$ cat src/rtl/deser_pkg.sv
// Shared types, default geometry and elaboration helpers for the multilane deserializer.
// Per-instance widths are derived from the module parameters through the helper functions.
package deser_pkg;

    typedef enum logic {
        S_EMPTY = 1'b0,
        S_VALID = 1'b1
    } outState_t;

    localparam int DATA_SIZE_DEFAULT = 32;
    localparam int LANES_DEFAULT     = 1;
    localparam int BEATS_PER_WORD    = DATA_SIZE_DEFAULT / LANES_DEFAULT;
    localparam int CNT_W             = $clog2(DATA_SIZE_DEFAULT) + 1;

    function automatic int cntWidth(input int dataSize);
        return $clog2(dataSize) + 1;
    endfunction

    function automatic int beatsPerWord(input int dataSize, input int lanes);
        return dataSize / lanes;
    endfunction

    // A word must split into a whole number of beats of a supported lane count.
    function automatic bit geometryOk(input int dataSize, input int lanes);
        return ((lanes == 1) || (lanes == 2) || (lanes == 4) || (lanes == 8)) &&
               (lanes <= dataSize) && ((dataSize % lanes) == 0);
    endfunction

endpackage

$ cat src/rtl/deser_shift_core.sv
// Shift register and bit counter that assemble LANES-wide beats into words.
// oWord/oDone present the completed word combinationally on its final beat.
module deser_shift_core
    import deser_pkg::*;
#(
    parameter int DATA_SIZE = 32,
    parameter int LANES     = 1,
    parameter bit MSB_FIRST = 1'b1
) (
    input  logic                            iClk,
    input  logic                            iRst,
    input  logic                            iEn,
    input  logic                            iLoading,
    input  logic                            iClear,
    input  logic [LANES-1:0]                iData_in,
    output logic [DATA_SIZE-1:0]            oWord,
    output logic                            oDone,
    output logic [cntWidth(DATA_SIZE)-1:0]  oBit_counter
);

    localparam int CNT_WIDTH = cntWidth(DATA_SIZE);
    localparam logic [CNT_WIDTH-1:0] LAST_CNT = CNT_WIDTH'(DATA_SIZE - LANES);
    localparam logic [CNT_WIDTH-1:0] CNT_STEP = CNT_WIDTH'(LANES);

    logic [DATA_SIZE-1:0] shreg;
    logic [DATA_SIZE-1:0] assembled;
    logic [CNT_WIDTH-1:0] bitCount;
    logic                 beat;

    assign beat         = iEn && iLoading && !iClear;
    assign oDone        = beat && (bitCount == LAST_CNT);
    assign oWord        = assembled;
    assign oBit_counter = bitCount;

    // Value the shift register would take if this cycle carries a beat.
    always_comb begin
        assembled = shreg;
        if (MSB_FIRST) begin
            assembled = (shreg << LANES) | DATA_SIZE'(iData_in);
        end else begin
            assembled[bitCount +: LANES] = iData_in;
        end
    end

    // A completed word is handed off, so the register restarts empty with no dead cycle.
    always_ff @(posedge iClk) begin
        if (iRst || iClear) begin
            shreg    <= '0;
            bitCount <= '0;
        end else if (beat) begin
            if (oDone) begin
                shreg    <= '0;
                bitCount <= '0;
            end else begin
                shreg    <= assembled;
                bitCount <= bitCount + CNT_STEP;
            end
        end
    end

endmodule

$ cat src/rtl/deserializer_multilane.sv
// Multilane serial-to-parallel loader with a registered valid/ready output slot
// and a sticky overrun flag for words that arrive while the slot is still full.
module deserializer_multilane
    import deser_pkg::*;
#(
    parameter int DATA_SIZE = 32,
    parameter int LANES     = 1,
    parameter bit MSB_FIRST = 1'b1
) (
    input  logic                            iClk,
    input  logic                            iRst,
    input  logic                            iEn,
    input  logic                            iLoading,
    input  logic                            iClear,
    input  logic [LANES-1:0]                iData_in,
    input  logic                            iReady,
    output logic [DATA_SIZE-1:0]            oData,
    output logic                            oValid,
    output logic [cntWidth(DATA_SIZE)-1:0]  oBit_counter,
    output logic                            oOverrun
);

    if (!geometryOk(DATA_SIZE, LANES)) begin : gBadGeometry
        $error("deserializer_multilane: DATA_SIZE must be a multiple of LANES (1,2,4,8)");
    end

    logic [DATA_SIZE-1:0] coreWord;
    logic                 coreDone;
    outState_t            state;
    outState_t            nextState;
    logic                 loadData;
    logic                 setOverrun;

    deser_shift_core #(
        .DATA_SIZE (DATA_SIZE),
        .LANES     (LANES),
        .MSB_FIRST (MSB_FIRST)
    ) uCore (
        .iClk         (iClk),
        .iRst         (iRst),
        .iEn          (iEn),
        .iLoading     (iLoading),
        .iClear       (iClear),
        .iData_in     (iData_in),
        .oWord        (coreWord),
        .oDone        (coreDone),
        .oBit_counter (oBit_counter)
    );

    always_ff @(posedge iClk) begin
        if (iRst) begin
            state <= S_EMPTY;
        end else begin
            state <= nextState;
        end
    end

    // A full slot takes a new word only if it is drained on the same edge; otherwise it is dropped.
    always_comb begin
        nextState  = state;
        loadData   = 1'b0;
        setOverrun = 1'b0;
        case (state)
            S_EMPTY: begin
                if (coreDone) begin
                    loadData  = 1'b1;
                    nextState = S_VALID;
                end
            end
            S_VALID: begin
                if (iReady) begin
                    if (coreDone) begin
                        loadData = 1'b1;
                    end else begin
                        nextState = S_EMPTY;
                    end
                end else if (coreDone) begin
                    setOverrun = 1'b1;
                end
            end
            default: begin
                nextState = S_EMPTY;
            end
        endcase
    end

    always_ff @(posedge iClk) begin
        if (iRst) begin
            oData <= '0;
        end else if (loadData) begin
            oData <= coreWord;
        end
    end

    always_ff @(posedge iClk) begin
        if (iRst) begin
            oOverrun <= 1'b0;
        end else if (setOverrun) begin
            oOverrun <= 1'b1;
        end
    end

    assign oValid = (state == S_VALID);

endmodule

$ cat config.mk
export PLATFORM = sky130hd
export DESIGN_NAME = deserializer_multilane
export DESIGN_NICKNAME = d
export VERILOG_FILES = /design/src/rtl/deser_pkg.sv /design/src/rtl/deser_shift_core.sv /design/src/rtl/deserializer_multilane.sv
export SDC_FILE = /design/constraint.sdc
export NUM_CORES = 1
export LEC_CHECK = 0
export BUFFER_PORTS_ARGS = -buffer_cell sky130_fd_sc_hd__buf_2
export CAP_MARGIN = 20
export CELL_PAD_IN_SITES_DETAIL_PLACEMENT = 1
export CELL_PAD_IN_SITES_GLOBAL_PLACEMENT = 1
export CORE_ASPECT_RATIO = 1.25
export CORE_UTILIZATION = 43
export DETAILED_ROUTE_END_ITERATION = 12
export GPL_TIMING_DRIVEN = 0
export PLACE_DENSITY_LB_ADDON = 0.2
export SYNTH_ARGS = -nofsm -noshare
export SYNTH_HDL_FRONTEND = slang
export SYNTH_SLANG_ARGS = --single-unit
$ cat constraint.sdc
create_clock -name iClk -period 2.05 [get_ports iClk]
set_input_delay 0.615 -clock iClk [delete_from_list [all_inputs] [get_ports iClk]]
set_output_delay 0.615 -clock iClk [all_outputs]
set_load 0.02 [all_outputs]
==> run_results.csv <==
group,metric,value,unit
place,buffer_ports.inserted,46,
cts,clkLatencyLatePin,0.34,ns
cts,tritoncts,"built",
power,vdd.ir_drop.worst,0.0003833,V
setup_path,rrSetupSlack,0.23,ns
cts,postCtsSetupBuffers,0,
layout,regArea,1421,um2
timing,clock-skew-final,0.009942,ns
floorplanning,floorplan.die_area,7470,um2
timing,setup_repair_after_global_routing_missed_its_margin,"no",
place,preCtsSetupSlack,0.1131,ns
floorplanning,die-height,96.38,um
cts,clk_pin_slew,0.08,ns
synth,ys_seq_elements,71,
place,gp_congestion,0.7357,
setup_path,critical_path.reg2reg.endpoint,"oData[12]$_SDFFE_PP0P_",
hold_path,worst_hold_path.endpoint,"oOverrun$_SDFFE_PP0P_",
setup_path,critPathSlowestCell,"dfxtp_1",
timing,tightestPinTransition,0.5027,ns
layout,layoutNonFillerInstCount,479,
hold_path,class_of_the_most_critical_hold_timing_path,"register to register",
global_route,grt_pass1_vias,2470,
place,placement.cell_area,3407,um2
setup_path,timing.critical_path.cells,"ha_1 > nand4b_4 > nor3b_2 > buf_6 > buf_12 > mux2i_1",
timing,finalHoldViolations,0,
cts,cts.root.buffer_cell,"clkbuf_8",
place,numPlacedInstances,463,
setup_path,timing_worst_setup_path_type,"register to register",
layout,stdcell_area,3628,um2
synth,syn_nets,335,
setup_path,startpoint_type,"register",
place,hpwl,4870,um
setup_path,worst_r2r_startpoint,"uCore.oBit_counter[0]$_SDFFE_PP0P_",
global_route,grt.overflow.total,0,
timing,finalSetupViolations,0,
global_route,grt_pass1_wl,11830,um
setup_path,worst-path-max-fanout,10,
setup_path,cp_data_arrival_time,2.09,ns
synth,mappedNetlistArea,3064,um2
timing,fin_crit,1.825,ns
synth,syn_avg_cell_area,9.371,um2
drt,drtPass1Iterations,4,
drt,drt-wirelength-per-cell,14.44,um
cts,cts_max_level,3,
drt,num_vias,2483,
global_route,grt_usage,20.41,%
setup_path,timing.critical_path.max_delay_family,"simple AND/OR/NAND/NOR gates",
floorplanning,boundaryPins,47,
setup_path,buffer_and_inverter_count_on_the_worst_path,2,
layout,syn2layout_area_growth,18.42,%
timing,min_period_over_period,89.02,%
synth,synth.yosys.warnings,0,
drt,drt_first_iter_violations,167,
global_route,grt_max_degree,13,
cts,cts_max_path_bufs,2,
drt,postRouteWirelength,6915,um
cts,cts.hold.buffers_added,0,
drt,ant_nets,0,
floorplanning,floorplan.rows,34,
setup_path,reg2regPathDepth,6,
cts,post_cts.resized_instances,0,
timing,worst_slack,0.2250,ns
layout,multi_input_area,1463,um2
synth,synth_cell_types,29,
layout,ratio_of_cells_with_drive_above_1_in_the_final_layout,18.77,%
timing,setup-tns-final,0,ns
drt,vias_per_cell,5.184,
timing,slew-limit-headroom,66.49,%
timing,achievable-frequency,0.5479,GHz
setup_path,setup.worst_path.end_class,"register",
power,total_leakage_power,1.268,nW
floorplanning,floorplan.initialDensity,44.19,%
layout,n_fill_cell,824,
flow_run,maxCapViolCount,0,
status,result_of_the_run,"completed",
drt,drc,0,
global_route,antenna_found_initial,0,
layout,final_net_count,392,
setup_path,critical_path.max_stage_delay,0.43,ns
layout,num_antenna_cells,0,
cts,tritoncts.num_buffers,9,
floorplanning,dieWidth,77.51,um
synth,postSynthCellCount,327,
synth,yosysSeqAreaShare,46.39,%
hold_path,holdCritStartpoint,"oOverrun$_SDFFE_PP0P_",
hold_path,hold-path-cell-count,2,
power,pwr_density_cell,748.4,nW/um2
setup_path,critical_path_required,2.32,ns
timing,number_of_max_slew_violations_in_the_final_report,0,
floorplanning,core_footprint,6934,um2
cts,clock_sinks,71,
per-layer routing:
layer / wire length, um / up-vias / global-route usage, %
met3: 174 / 9 / 3.568
met1: 3184 / 1199 / 24.57
met4: 113 / 0 / 10.38
met5: 0 / - / 0
met2: 3444 / 36 / 35.18
li1: - / 1239 / -
how the worst max path moves through the flow:
stage / start / to / slack (ns) / cells after the start
5_1_grt: uCore.oBit_counter[0]$_SDFFE_PP0P_ / oData[12]$_SDFFE_PP0P_ / 0.09 / 6
3_5_place_dp: iClear / oData[3]$_SDFFE_PP0P_ / 0.11 / 6
2_1_floorplan: uCore.oBit_counter[0]$_SDFFE_PP0P_ / oData[0]$_SDFFE_PP0P_ / 0.39 / 6
6_report: uCore.oBit_counter[0]$_SDFFE_PP0P_ / oData[12]$_SDFFE_PP0P_ / 0.23 / 6
4_1_cts: uCore.oBit_counter[0]$_SDFFE_PP0P_ / oData[12]$_SDFFE_PP0P_ / 0.22 / 6
3_3_place_gp: iRst / uCore.shreg[26]$_SDFFE_PP0P_ / 0.17 / 5
report_power, final:
group	leakage (nW)	switching [mW]	internal, mW
combinational	0.580	0.0561	0.0336
sequential	0.572	0.00142	1.38
clock	0.116	0.532	0.714
total	1.27	0.589	2.13
placed cells by master, fill, tap and decap left out, drive strengths merged:
cell type / n
buf: 53
or3: 3
bufinv: 2
and3b: 1
clkinv: 4
o21ba: 1
nand2b: 65
nand3b: 1
nor3b: 1
a211oi: 1
ha: 1
and3: 1
mux2i: 32
a21oi: 37
o2111ai: 1
inv: 4
o21ai: 4
o211ai: 31
o21a: 1
or4: 1
dfxtp: 71
nand4b: 2
or2: 1
nand4: 1
nand2: 35
clkbuf: 31
nor2: 1
nand3: 2
registers in the layout (all words and copies together) (netlist names):
signal and cells:
oData 32, oOverrun 1, oValid 1, uCore.oBit_counter 6, uCore.shreg 31
stage by stage:
step / hold slack (ns) / total power, mW / utilization, %
after detailed placement: 0.4566 / 1.503 / 49.13
final: 0.4588 / 2.716 / 52.33
after global placement: 0.4377 / 1.501 / 49.13
after global routing: 0.4827 / 2.819 / 52.33
after floorplan: 0.4324 / 1.470 / -
after CTS: 0.4686 / 2.749 / 52.33
synth_stat cells (all sizes together):
cell     number  area, um2
nor3b         1      12.51
nor2          1      3.750
inv           4      15.01
nand2        35      131.4
o211ai       31      232.7
nand4b        2      32.53
clkbuf       21      78.83
or3           3      18.77
and3b         1      8.760
and3          1      6.260
o21ba         1      10.01
buf           7      86.33
or2           1      6.260
a211oi        1      7.510
nand3         2      10.01
mux2i        32      320.3
o21ai         4      20.02
nand3b        1      7.510
o21a          1      7.510
dfxtp        71       1421
nand2b       65      406.6
nand4         1      6.260
or4           1      7.510
ha            1      12.51
a21oi        37      185.2
o2111ai       1      8.760
tightest hold or removal path: cells and delay by family (launching register included):
family	cells	cell delay, ns
AO/OA/AOI/OAI	1	0.05
buffers and inverters	1	0.05
flip-flops	1	0.32
kinds of logic (layout without fill, tap and decap cells):
group	Yosys count	count (layout)	share of synthesized area, %
DFF	71	71	46.39
muxes	32	32	10.45
AOI/OAI and AO/OA	76	76	15.39
buffers and inverters	32	94	5.880
and+or+nand+nor	115	115	21.48
adders and majority gates	1	1	0.4083
cell type report:
class,instances,share of cell area [%]
multi-input cells,224,40.31
repair buffers,46,6.345
inverters,4,0.4138
well taps,90,3.103
clock inverters,6,2.310
plain buffers,28,4.552
flip-flops and latches,71,39.17
clock buffers,10,3.793
Note: power is estimated with default switching activity, not from simulation.
